[config.mk]
export PLATFORM = sky130hd
export DESIGN_NAME = fa_flat
export DESIGN_NICKNAME = d
export VERILOG_FILES = /design/src/rtl/fa_if.sv /design/src/rtl/fa.sv /design/src/flat_wrapper.sv
export SDC_FILE = /design/constraint.sdc
export NUM_CORES = 1
export LEC_CHECK = 0
export BUFFER_PORTS_ARGS = -buffer_cell sky130_fd_sc_hd__buf_2
export CAP_MARGIN = 20
export CORE_AREA = 2 2 39 41
export CTS_CLUSTER_SIZE = 8
export DETAILED_ROUTE_END_ITERATION = 7
export DIE_AREA = 0 0 41 43
export GPL_TIMING_DRIVEN = 1
export PLACE_DENSITY = 0.63
export SETUP_SLACK_MARGIN = 0.2
export SKIP_CTS_REPAIR_TIMING = 1
export SYNTH_ARGS = -nofsm -noshare
export SYNTH_HDL_FRONTEND = slang
export SYNTH_SLANG_ARGS = --single-unit
[constraint.sdc]
create_clock -name clk -period 0.8 [get_ports clk]
set_clock_uncertainty 0.15 [all_clocks]
set_input_delay 0.12 -clock clk [delete_from_list [all_inputs] [get_ports clk]]
set_output_delay 0.12 -clock clk [all_outputs]
set_load 0.03 [all_outputs]
[src/rtl/fa_if.sv]
// Operand/result bundle for the 4-bit look-ahead adder slice.
interface fa_if;
  logic [3:0] A;
  logic [3:0] B;
  logic       Cin;
  logic [3:0] S;
  logic       Co;
  logic       Pg;
  logic       Gg;

  // Operand source side: drives addends, observes registered results
  modport master (
    output A, B, Cin,
    input  S, Co, Pg, Gg
  );

  // Adder side: consumes addends, drives registered results
  modport slave (
    input  A, B, Cin,
    output S, Co, Pg, Gg
  );
endinterface

[src/rtl/fa.sv]
// 4-bit carry look-ahead adder with registered sum, carry-out and group P/G.
module fa (
  input  logic clk,
  input  logic rst_n,
  fa_if.slave  bus
);

  localparam int unsigned W = 4;

  logic [W-1:0] p;
  logic [W-1:0] g;
  logic [W:0]   c;
  logic         pg_d;
  logic         gg_d;
  logic [W-1:0] s_d;

  logic [W-1:0] s_q;
  logic         co_q;
  logic         pg_q;
  logic         gg_q;

  // Bit propagate/generate, flat look-ahead carries and group terms
  always_comb begin
    p    = bus.A ^ bus.B;
    g    = bus.A & bus.B;
    c[0] = bus.Cin;
    c[1] = g[0] | (p[0] & c[0]);
    c[2] = g[1] | (p[1] & g[0]) | (p[1] & p[0] & c[0]);
    c[3] = g[2] | (p[2] & g[1]) | (p[2] & p[1] & g[0])
         | (p[2] & p[1] & p[0] & c[0]);
    c[4] = g[3] | (p[3] & g[2]) | (p[3] & p[2] & g[1])
         | (p[3] & p[2] & p[1] & g[0])
         | (p[3] & p[2] & p[1] & p[0] & c[0]);
    s_d  = p ^ c[W-1:0];
    pg_d = &p;
    // Carry-out of the slice with carry-in forced low
    gg_d = g[3] | (p[3] & g[2]) | (p[3] & p[2] & g[1])
         | (p[3] & p[2] & p[1] & g[0]);
  end

  // Capture a new result every cycle; reset clears immediately
  always_ff @(posedge clk or negedge rst_n) begin
    if (!rst_n) begin
      s_q  <= '0;
      co_q <= 1'b0;
      pg_q <= 1'b0;
      gg_q <= 1'b0;
    end else begin
      s_q  <= s_d;
      co_q <= c[W];
      pg_q <= pg_d;
      gg_q <= gg_d;
    end
  end

  assign bus.S  = s_q;
  assign bus.Co = co_q;
  assign bus.Pg = pg_q;
  assign bus.Gg = gg_q;

endmodule

[src/flat_wrapper.sv]
// flat-port wrapper written by rule: the top's interface ports become plain ports
module fa_flat 
  (clk, rst_n, bus_A, bus_B, bus_Cin, bus_S, bus_Co, bus_Pg, bus_Gg);
  fa_if bus_i ();
  input  logic clk;
  input  logic rst_n;
  input wire logic [$bits(bus_i.A)-1:0] bus_A;
  input wire logic [$bits(bus_i.B)-1:0] bus_B;
  input wire logic [$bits(bus_i.Cin)-1:0] bus_Cin;
  output wire logic [$bits(bus_i.S)-1:0] bus_S;
  output wire logic [$bits(bus_i.Co)-1:0] bus_Co;
  output wire logic [$bits(bus_i.Pg)-1:0] bus_Pg;
  output wire logic [$bits(bus_i.Gg)-1:0] bus_Gg;
  assign bus_i.A = bus_A;
  assign bus_i.B = bus_B;
  assign bus_i.Cin = bus_Cin;
  assign bus_S = bus_i.S;
  assign bus_Co = bus_i.Co;
  assign bus_Pg = bus_i.Pg;
  assign bus_Gg = bus_i.Gg;
  fa u_core (.clk(clk), .rst_n(rst_n), .bus(bus_i));
endmodule
==> impl_metrics.ini <==
[outcome]
status = finished, violations left
violations = setup timing

[die]
die-width_um = 41
coreArea_um2 = 1380
start_util_pct = 26.8
ioPinCount = 18
dieArea_um2 = 1760
die_h_um = 43
rows = 14

[synth]
ys_warn_count = 0
synth_area_leader_cell = dfrtp_1
netlist-cell-type-count = 12
ys_seq_area_share_pct = 47.3
synthesis.nets = 47
synth_area_um2 = 370
ys_seq_elements = 7
synth_compound_area_share_pct = 15.5
synth_top_family_by_area = adder cells
synth_area_leaders = dfrtp_1 (47%), ha_1 (17%), a21o_1 (6.1%)
synth.avg_cell_area_um2 = 12.3
synthCells = 30
yosys.area_share.adder_pct = 22.3
synth.area.mux_share_pct = 0
synth_xor_area_share_pct = 7.09
synthSimpleGateAreaFrac_pct = 2.70
synth_top_area_share_pct = 47.3

[finish]
final_util_pct = 53.3
syn2layout_area_growth_pct = 99.0
nets = 74
drive_above_1_share_pct = 76.8
antennaDiodeCount = 0
fillerInstances = 124

[detailed_routing]
vias = 313
routedWlPerCell_um = 9.36
drc = 0
avgViaCountPerCell = 4.35
postRouteAntennaNets = 0
drtIter0Drc = 1
drt_wl_total_um = 674
drt_pass1_iterations = 2

[worst_setup_path]
cp_cell_sequence = buf_6
cp_max_fo = 1
required_ns = 0.53
crit_arrival_ns = 0.77
cp-end-kind = output port
cp-start-kind = flop
critical_path_class = flop to output port
crit_buf_inv = 1
slowest_delay_ns = 0.39
crit_family = flip-flops
slowest_stage = dfrtp_2

[timing]
rsz0062_at_grt = true
fmax_mhz = 963
finalHoldViolCount = 0
drv_slew = 0
setup_slack_ns = -0.239
hold_slack_ns = 0.0514
layout_min_cycle_time_ns = 1.04
finalSetupViolCount = 12
period_share_pct = 130
relSlewSlack_pct = 89.2
tightest_slew_ns = 0.161

[clocking]
numCtsBuffers = 3
path_clk_slew_ns = 0.05
clock_path_buffers = 2
cts_sinks = 7
cts-htree-levels = 1
cts_tree = yes
cts_root_buf = clkbuf_4

[pwr]
fin_total_pwr_mw = 1.25
power_leakage_nw = 0.336
ir_worst_vdd_uv = 624
power_density_nw_per_um2 = 1700

[global_route]
grt_pass1_vias = 297
grt_usage_pct = 9.38
grt_pass1_wl_um = 1070
antenna_found_initial = 0
overflow = 0
grt_max_degree = 8

[placed_design]
portBuffers = 17
place_congestion = 0.713
place_hpwl_um = 547

[run]
max-cap-violations = 0

[worst_hold_path]
min_path_type = primary input to flop
==> path summary, 6_finish.rpt <==
path	start	end	slack, ns	cells after the start
setup / recovery	u_core.bus.S[3]$_DFF_PN0_	bus_S[3]	-0.24	1
hold / removal	bus_A[3]	u_core.bus.Co$_DFF_PN0_	0.05	3
max in group asynchronous	rst_n	u_core.bus.S[0]$_DFF_PN0_	0.26	2
min in group asynchronous	rst_n	u_core.bus.Co$_DFF_PN0_	0.08	2
==> cell usage in the layout (no fill, tap or decap) <==
cell type and count:
fa_2 1, a21oi_2 1, buf_6 13, buf_8 2, dfrtp_1 1, buf_4 3
ha_2 1, xor2_1 1, ha_4 4, inv_4 1, and4_4 1, a21oi_4 1
dfrtp_2 6, a21o_1 3, buf_2 3, clkbuf_1 1, xnor2_1 2, a41oi_2 1
inv_1 3, inv_8 1, clkbuf_4 3, dlygate4sd3_1 1, o21ai_2 1, o21bai_1 1
==> synth_stat cells <==
library cell and instances:
xnor2_1 2, a21oi_1 2, dfrtp_1 7, a41oi_1 1, ha_1 5, and4_2 1, xor2_1 1, o21ai_2 1
fa_1 1, inv_1 5, a21o_1 3, o21bai_1 1
==> registers in the layout, summed over array words and instances (netlist names) <==
signal         cells
u_core.bus.S       4
u_core.bus.Pg      1
u_core.bus.Gg      1
u_core.bus.Co      1
==> cell type report <==
| type | count | area (um2) | share of cell area (%) |
|---|---|---|---|
| Clock buffer | 4 | 26.3 | 3.57 |
| Multi-Input combinational cell | 18 | 255 | 34.6 |
| Sequential cell | 7 | 183 | 24.8 |
| Timing Repair Buffer | 22 | 224 | 30.4 |
| Inverter | 5 | 28.8 | 3.90 |
| Tap cell | 16 | 20.0 | 2.72 |
==> per-layer routing <==
metal	track usage [%]	up-vias	part of all wire [%]
met5	0	-	0
met4	10.0	0	0
li1	-	152	-
met3	1.57	0	8.2
met2	13.8	13	58
met1	10.1	148	34
==> through the flow <==
| stage | cells | setup WS [ns] | cell area, um2 | TNS [ns] |
|---|---|---|---|---|
| 2_1_floorplan | 30 | -0.224 | 453 | -1.15 |
| 3_3_place_gp | 67 | -0.386 | 588 | -2.39 |
| 3_5_place_dp | 67 | -0.384 | 588 | -2.44 |
| 4_1_cts | 71 | -0.281 | 614 | -2.49 |
| 5_1_grt | 72 | -0.268 | 737 | -2.36 |
| 6_report | 72 | -0.239 | 737 | -2.06 |
==> logic make-up (layout without fill, tap and decap cells) <==
| logic type | Yosys count | count (layout) |
|---|---|---|
| fa+ha+maj | 6 | 6 |
| xor+xnor | 3 | 3 |
| compound gates | 8 | 8 |
| buf+inv | 5 | 31 |
| flops | 7 | 7 |
| simple gates | 1 | 1 |
==> report_power, final <==
| group | leakage [nW] | switching [mW] | total [mW] | internal (mW) |
|---|---|---|---|---|
| Sequential | 0.0780 | 0.0230 | 0.439 | 0.416 |
| Combinational | 0.243 | 0.242 | 0.510 | 0.268 |
| Clock | 0.0150 | 0.114 | 0.303 | 0.189 |
No activity file was read; power rests on OpenSTA's default activity.
